**src/rtl/fadd_share.sv**
```systemverilog
// Shares one pipelined fadd between NREQ requesters: round-robin issue, a LAT-deep tag
// pipeline that steers each result back, and a one-entry result buffer per requester.
module fadd_share #(
    parameter int unsigned NREQ = 4,
    parameter int unsigned LAT  = 1,
    parameter int unsigned IDXW = 2
) (
    input  logic                clk,
    input  logic                rstn,
    input  logic [NREQ-1:0]     req_valid,
    output logic [NREQ-1:0]     req_ready,
    input  logic [NREQ*32-1:0]  req_x1,
    input  logic [NREQ*32-1:0]  req_x2,
    output logic [NREQ-1:0]     res_valid,
    input  logic [NREQ-1:0]     res_ready,
    output logic [NREQ*32-1:0]  res_y,
    output logic [31:0]         fadd_x1,
    output logic [31:0]         fadd_x2,
    input  logic [31:0]         fadd_y
);

    logic [LAT-1:0]             tag_vld_q, tag_vld_d;
    logic [LAT-1:0][IDXW-1:0]   tag_idx_q, tag_idx_d;
    logic [NREQ-1:0]            res_vld_q, res_vld_d;
    logic [NREQ-1:0][31:0]      res_y_q, res_y_d;
    logic [IDXW-1:0]            ptr_q, ptr_d;

    logic [NREQ-1:0]            busy;
    logic [NREQ-1:0]            elig;
    logic [NREQ-1:0][31:0]      x1_v, x2_v;
    logic [IDXW-1:0]            scan_idx;
    logic                       gnt_vld;
    logic [IDXW-1:0]            gnt_idx;
    logic                       arr_vld;
    logic [IDXW-1:0]            arr_idx;

    assign x1_v    = req_x1;
    assign x2_v    = req_x2;
    assign arr_vld = tag_vld_q[LAT-1];
    assign arr_idx = tag_idx_q[LAT-1];

    // A requester is busy from grant until its buffered result is popped.
    always_comb begin
        busy = res_vld_q;
        for (int unsigned s = 0; s < LAT; s++) begin
            if (tag_vld_q[s]) begin
                busy[tag_idx_q[s]] = 1'b1;
            end
        end
        elig = req_valid & ~busy;
    end

    always_comb begin
        gnt_vld  = 1'b0;
        gnt_idx  = '0;
        scan_idx = '0;
        for (int unsigned k = 0; k < NREQ; k++) begin
            scan_idx = IDXW'((32'(ptr_q) + k) % NREQ);
            if (!gnt_vld && elig[scan_idx]) begin
                gnt_vld = 1'b1;
                gnt_idx = scan_idx;
            end
        end
    end

    always_comb begin
        req_ready = '0;
        if (gnt_vld && rstn) begin
            req_ready[gnt_idx] = 1'b1;
        end
        fadd_x1 = gnt_vld ? x1_v[gnt_idx] : '0;
        fadd_x2 = gnt_vld ? x2_v[gnt_idx] : '0;
    end

    always_comb begin
        ptr_d = ptr_q;
        if (gnt_vld) begin
            ptr_d = (gnt_idx == IDXW'(NREQ - 1)) ? '0 : gnt_idx + IDXW'(1);
        end

        tag_vld_d    = tag_vld_q;
        tag_idx_d    = tag_idx_q;
        tag_vld_d[0] = gnt_vld;
        tag_idx_d[0] = gnt_idx;
        for (int unsigned s = 1; s < LAT; s++) begin
            tag_vld_d[s] = tag_vld_q[s-1];
            tag_idx_d[s] = tag_idx_q[s-1];
        end

        // Pops and arrivals never target the same slot, so their order here is free.
        res_vld_d = res_vld_q & ~res_ready;
        res_y_d   = res_y_q;
        if (arr_vld) begin
            res_vld_d[arr_idx] = 1'b1;
            res_y_d[arr_idx]   = fadd_y;
        end
    end

    always_ff @(posedge clk or negedge rstn) begin
        if (!rstn) begin
            tag_vld_q <= '0;
            tag_idx_q <= '0;
            res_vld_q <= '0;
            res_y_q   <= '0;
            ptr_q     <= '0;
        end else begin
            tag_vld_q <= tag_vld_d;
            tag_idx_q <= tag_idx_d;
            res_vld_q <= res_vld_d;
            res_y_q   <= res_y_d;
            ptr_q     <= ptr_d;
        end
    end

    always_ff @(posedge clk) begin
        if (rstn && arr_vld) begin
            arrival_pop_collision: assert (!(res_vld_q[arr_idx] && res_ready[arr_idx]));
        end
    end

    assign res_valid = res_vld_q;
    assign res_y     = res_y_q;

endmodule

```
**config.mk**
```make
export PLATFORM = sky130hd
export DESIGN_NAME = fadd_share
export DESIGN_NICKNAME = d
export VERILOG_FILES = /design/src/rtl/fadd_share.sv
export SDC_FILE = /design/constraint.sdc
export NUM_CORES = 1
export LEC_CHECK = 0
export CAP_MARGIN = 20
export CORE_AREA = 2 2 193 195
export CTS_CLUSTER_SIZE = 25
export DETAILED_ROUTE_END_ITERATION = 8
export DIE_AREA = 0 0 195 197
export HOLD_SLACK_MARGIN = 0.03
export PLACE_DENSITY = 0.58
export REMOVE_ABC_BUFFERS = 1
export SETUP_SLACK_MARGIN = 0.1
export SLEW_MARGIN = 10
export SYNTH_ARGS = -nofsm -noshare
export SYNTH_HDL_FRONTEND = slang
export SYNTH_SLANG_ARGS = --single-unit
```
**constraint.sdc**
```tcl
create_clock -name clk -period 5.7 [get_ports clk]
set_clock_uncertainty 0.1 [all_clocks]
set_input_delay 0.855 -clock clk [delete_from_list [all_inputs] [get_ports clk]]
set_output_delay 0.855 -clock clk [all_outputs]
set_load 0.02 [all_outputs]
```
==> impl_metrics.env, run 1 <==
export IMPL_cts_resized=0
export IMPL_max_stage_delay_ns=0.76
export IMPL_postCtsSetupBuffers=0
export IMPL_numCtsBuffers=17
export IMPL_yosys_top_cells_area="dfrtp_1 46%, mux2i_1 17%, mux2_2 9.8%, nand2_1 9.7%, o22ai_2 5.0%"
export IMPL_die_area_um2=38400
export IMPL_power_leakage_nw=5.73
export IMPL_clock_latency_ns=0.43
export IMPL_power_density_nw_per_um2=691
export IMPL_place_gp_congestion=0.799
export IMPL_fp_coreArea_um2=36300
export IMPL_synth_area_um2=7490
export IMPL_num_io_pins=498
export IMPL_grt_pass1_vias=7448
export IMPL_maxSlewViolCount=0
export IMPL_wl_met2_mm=17.7
export IMPL_fin_crit_sh=0.916
export IMPL_status="finished clean"
export IMPL_areaGrowthSynthToFinish_pct=80.2
export IMPL_grt_use_total=0.180
export IMPL_synth_edff_count=0
export IMPL_pwr_share_clk=0.124
export IMPL_dr_total_vias=7165
export IMPL_intPower_mw=5.21
export IMPL_cts_sinks=137
export IMPL_drc=0
export IMPL_initialDrtViolationCount=222
export IMPL_setup_violations=0
export IMPL_ant_nets=0
export IMPL_yosysSeqAreaShare=0.458
export IMPL_arrival_ns=4.26
export IMPL_yosysTopAreaCellShare=0.458
export IMPL_critical_path_top_delay_family="compound AO/OA/AOI/OAI gates"
export IMPL_initial_core_util=0.207
export IMPL_place_hpwl_mm=28.6
export IMPL_timing_max_cap_violations=0
export IMPL_yosys_area_top_type="dfrtp_1"
export IMPL_gr_total_overflow=0
export IMPL_swShare=0.441
export IMPL_min_path_type="primary input to asynchronous set/reset pin"
export IMPL_dieWidth_um=195
export IMPL_dr_pass1_iters=4
export IMPL_synth_async_sr_flop_share=1.00
export IMPL_hold_viol=0
export IMPL_tns_ns=0
export IMPL_syn_inst=689
export IMPL_synth_flop_cell="dfrtp_1"
export IMPL_p_switching_mw=4.11
export IMPL_antenna_found_initial=5
export IMPL_cp_start_kind="flip-flop"
export IMPL_met3WireLength_mm=2.90
export IMPL_ys_warn_count=0
export IMPL_m1WireLength_mm=14.5
export IMPL_cts_tree="built"
export IMPL_final_nets=1476
export IMPL_drive_above_1_share=0.130
export IMPL_critical_path_slowest_cell="or3b_2"
export IMPL_synthTopCellsByCount="193 x nand2_1, 137 x dfrtp_1, 128 x mux2i_1"
export IMPL_fp_dieH_um=197
export IMPL_synth_seq_cells=137
export IMPL_worstPathRequired_ns=4.74
export IMPL_pwr_share_comb=0.689
export IMPL_slew_headroom=0.394
export IMPL_crit_type="flip-flop to output pin"
export IMPL_grt_start_max_net_pins=67
export IMPL_vdd_drop_max_mv=0.364
export IMPL_cts_htree_levels=4
export IMPL_cts_buffer_depth=2
export IMPL_stdcell_area_um2=13500
export IMPL_wl_per_cell_um=21.6
export IMPL_yosysMostFrequentCell="nand2_1"
export IMPL_grt_pass1_wl_mm=50.2
export IMPL_dpl_cell_area_um2=12900
export IMPL_root_buffer="clkbuf_16"
export IMPL_min_period_ns=5.22
export IMPL_end_kind="output pin"
export IMPL_hold_buffers=0
export IMPL_routed_wirelength_mm=35.8
export IMPL_port_buffer_count=497
export IMPL_vias_per_cell=4.33
export IMPL_clk_pin_slew_ns=0.07
export IMPL_crit_path_max_fanout=46
export IMPL_worstMarginPinSlew_ns=0.910
export IMPL_path_buf_inv=2
export IMPL_rsz0062_at_grt="no"
export IMPL_ys_types=34
export IMPL_syn_area_per_cell_um2=10.9
export IMPL_fillers=3601
export IMPL_path_cells="or3b_2 -> a32oi_1 -> o211a_4 -> buf_4 -> mux2i_1 -> o22ai_1 -> clkdlybuf4s50_1"
export IMPL_rows=70
export IMPL_max_freq_ghz=0.192
export IMPL_seqPwrFrac=0.187
export IMPL_topRoutingLayerUsed="met5"
## layout make-up
type / count / area, um2 / area share
Clock inverter: 8 / 146 / 0.0108
Timing Repair Buffer: 517 / 5150 / 0.382
Inverter: 6 / 22.5 / 0.00167
Tap cell: 468 / 586 / 0.0434
Antenna cell: 3 / 7.51 / 0.000556
Sequential cell: 137 / 3430 / 0.254
Clock buffer: 21 / 460 / 0.0341
Multi-Input combinational cell: 495 / 3690 / 0.274
## kinds of logic (layout without fill, tap and decap cells)
logic type,Yosys count,after routing,share of synthesized area
mux,193,193,0.269
buf+inv,57,552,0.0516
other cells,0,3,0
fa+ha+maj,4,4,0.00668
compound gates,79,79,0.0962
simple gates,219,219,0.119
flops,137,137,0.458
## cell usage in the layout, fill, tap and decap left out, types with 2 or more instances in the layout
cell	netlist	layout
clkbuf_1	21	2
ha_1	4	4
dfrtp_1	137	137
a32oi_1	2	2
clkbuf_8	0	2
nand3b_1	3	3
buf_12	0	2
and3_1	5	4
mux2i_1	128	128
bufinv_16	0	4
o21ai_0	6	6
clkdlybuf4s50_1	0	496
clkinv_2	0	2
diode_2	0	3
o22ai_1	35	35
nor2b_1	4	4
inv_1	4	4
inv_2	2	2
nand3_1	5	4
nand2b_1	2	2
o22ai_2	30	30
nand2_1	193	193
mux2_2	65	65
clkbuf_16	0	17
buf_4	2	18
## sequential cells by signal, indices dropped and copies added (netlist names)
signal	flops
res_y	128
ptr_q	2
res_valid	4
arr_vld	1
arr_idx	2
## stage by stage
step	worst slack [ns]	total power [mW]	cells	utilization	hold WS, ns
final	0.482	9.32	1655	0.372	0.210
after global placement	0.717	8.20	1623	0.355	0.357
after CTS	0.387	9.44	1652	0.372	0.201
after global routing	0.297	9.86	1655	0.372	0.212
after detailed placement	0.706	8.22	1623	0.355	0.362
after floorplan	-1.55	5.44	638	-	0.402
## path summary, 6_finish.rpt
check	from	to	slack (ns)	cells after the start
hold / removal	rstn	res_y[54]	0.21	1
max in group asynchronous	rstn	res_y[66]	4.11	2
setup reg to reg	arr_idx[0]	ptr_q[1]	2.41	8
min in group clk	res_y[67]	res_y[67]	0.37	2
setup / recovery	arr_idx[0]	fadd_x2[19]	0.48	7
hold reg to reg	res_y[67]	res_y[67]	0.37	2
## power groups by stage
stage | registers [mW] | logic [mW] | clock network, mW
CTS | 1.75 | 6.51 | 1.19
floorplan | 2.31 | 3.13 | 0
global placement | 1.74 | 6.46 | 0
finish | 1.75 | 6.42 | 1.15
global route | 1.81 | 6.82 | 1.23
detailed placement | 1.76 | 6.47 | 0
## layer usage
layer	GRT usage	vias to the layer above
met2	0.308	302
met5	0	-
met4	0.0548	2
met3	0.0616	28
li1	-	3390
met1	0.214	3443
(Power assumes the default switching activity.)
==> run 2: changes to the inputs <==
--- a/config.mk
+++ b/config.mk
@@ -6,12 +6,13 @@
 export NUM_CORES = 1
 export LEC_CHECK = 0
 export CAP_MARGIN = 20
-export CORE_AREA = 2 2 193 195
+export CORE_AREA = 3 3 194 196
 export CTS_CLUSTER_SIZE = 25
 export DETAILED_ROUTE_END_ITERATION = 8
-export DIE_AREA = 0 0 195 197
+export DIE_AREA = 0 0 197 199
 export HOLD_SLACK_MARGIN = 0.03
 export PLACE_DENSITY = 0.58
+export RECOVER_POWER = 100
 export REMOVE_ABC_BUFFERS = 1
 export SETUP_SLACK_MARGIN = 0.1
 export SLEW_MARGIN = 10
==> run 2 against run 1 <==
The run now ends with max-capacitance violations, max-slew violations left; non-clock buffer count stayed put; routed wire length decreased by 6.1%; utilization down 0.18 points; flip-flop and latch count did not move; global-route usage down 1.6 points; via count is 0.35% lower; setup slack lost 0.0064 ns; final area down 0.47%; critical path depth unchanged; sequential share of layout area rose by 0.12 points; critical path type unchanged; critical endpoint is now fadd_x1[22]; largest power group unchanged.
==> impl_metrics.env, run 2 (same netlist as run 1, synthesis figures left out) <==
export IMPL_routed_wirelength_mm=33.6
export IMPL_dr_pass1_iters=4
export IMPL_ant_nets=0
export IMPL_grt_pass1_vias=7507
export IMPL_areaGrowthSynthToFinish_pct=79.3
export IMPL_dieWidth_um=197
export IMPL_hold_ws_ns=0.365
export IMPL_diodes=0
export IMPL_root_buffer="clkbuf_16"
export IMPL_power_density_nw_per_um2=659
export IMPL_hold_buffers=0
export IMPL_initialDrtViolationCount=209
export IMPL_gr_total_overflow=0
export IMPL_power_leakage_nw=5.86
export IMPL_arrival_ns=4.27
export IMPL_place_hpwl_mm=26.6
export IMPL_vdd_drop_max_mv=0.436
export IMPL_worst_slack_ns=0.475
export IMPL_setup_violations=0
export IMPL_min_path_type="flip-flop to flip-flop"
export IMPL_final_cell_mix="306 x clkdlybuf4s50_1, 193 x nand2_1, 190 x dlygate4sd3_1"
export IMPL_maxSlewViolCount=108
export IMPL_failed_checks="max-capacitance violations, max-slew violations"
export IMPL_drc=0
export IMPL_place_ws_ns=0.924
export IMPL_crit_path_max_fanout=33
export IMPL_antenna_found_initial=2
export IMPL_min_period_ns=5.22
export IMPL_vias_per_cell=4.31
export IMPL_dr_total_vias=7140
export IMPL_regToRegSetupSlack_ns=2.26
export IMPL_timing_max_cap_violations=3
export IMPL_cts_htree_levels=4
export IMPL_numCtsBuffers=17
export IMPL_wl_per_cell_um=20.3
export IMPL_clk_pin_slew_ns=0.06
export IMPL_grt_use_total=0.164
export IMPL_port_buffer_count=497
export IMPL_end_kind="output pin"
export IMPL_cts_tree="built"
export IMPL_final_common_cell="clkdlybuf4s50_1"
export IMPL_slew_headroom=-0.498
export IMPL_postCtsSetupBuffers=0
export IMPL_cts_sinks=137
export IMPL_fp_dieH_um=199
export IMPL_num_io_pins=498
export IMPL_cts_buffer_depth=2
export IMPL_hold_viol=0
export IMPL_crit_type="flip-flop to output pin"
export IMPL_rows=70
export IMPL_final_nets=1476
export IMPL_initial_core_util=0.207
export IMPL_die_area_um2=39200
export IMPL_clock_latency_ns=0.42
export IMPL_rsz0062_at_grt="no"
export IMPL_status="complete, but fails checks"
export IMPL_fp_coreArea_um2=36300
export IMPL_cts_resized=0
export IMPL_worstMarginPinSlew_ns=2.25
export IMPL_worstPathRequired_ns=4.74
export IMPL_fin_crit_sh=0.917
export IMPL_largest_register_ffs=128
export IMPL_cp_start_kind="flip-flop"
export IMPL_grt_start_max_net_pins=72
export IMPL_grt_pass1_wl_mm=48.1
export IMPL_max_freq_ghz=0.191
export IMPL_drive_above_1_share=0.121
export IMPL_place_gp_congestion=0.796
run 2: cell types whose count changed in the layout (fill, tap and decap cells not counted), sizes merged, moves of 3 or more:
cell	delta
dlygate4sd3	+190
clkbuf	+9
clkdlybuf4s50	-190
diode	-3
buf	-8
run 2: per-stage QoR:
step | setup TNS [ns] | utilization | power, mW | std cells | instance area (um2)
finish | 0 | 0.370 | 8.84 | 1655 | 13400
global route | 0 | 0.370 | 9.45 | 1655 | 13400
CTS | 0 | 0.372 | 9.37 | 1655 | 13500
detailed placement | 0 | 0.356 | 8.22 | 1623 | 12900
global placement | 0 | 0.356 | 8.18 | 1623 | 12900
floorplan | -106.30 | - | 5.44 | 638 | 7120
run 2: area by class of cell:
type	count	area, um2
clock inverters	10	119
inverters	6	22.5
multi-input cells	495	3670
fillers	3659	22800
clock buffers	22	474
flip-flops and latches	137	3430
repair buffers	517	5130
well taps	468	586
run 2: worst paths after layout:
check                      startpoint          end  cells after the start
max                        arr_idx[0]  fadd_x1[22]                      7
max in group asynchronous        rstn   res_y[122]                      3
min                        res_y[117]   res_y[117]                      2
max reg2reg                   arr_vld     ptr_q[1]                      8
min in group asynchronous        rstn    res_y[89]                      1
min reg2reg                res_y[117]   res_y[117]                      2
run 2: critical path, stage by stage, from the launching register on:
cell and delay [ns]:
dfrtp_1 0.42, or3b_1 0.81, a32oi_1 0.43, o211a_4 0.60, clkbuf_2 0.50, mux2i_1 0.28, o22ai_2 0.10, dlygate4sd3_1 0.66
run 2: report_power, final:
part,switching (mW),internal (mW)
registers,0.254,1.47
clock network,0.426,0.680
logic,3.36,2.66
run 2: routing by layer:
metal  GRT usage  vias to the layer above  share of wire
li1            -                     3398              -
met1       0.197                     3416           0.40
met2       0.285                      299           0.50
met3      0.0596                       23          0.088
met4      0.0325                        4         0.0097
met5           0                        -        0.00060
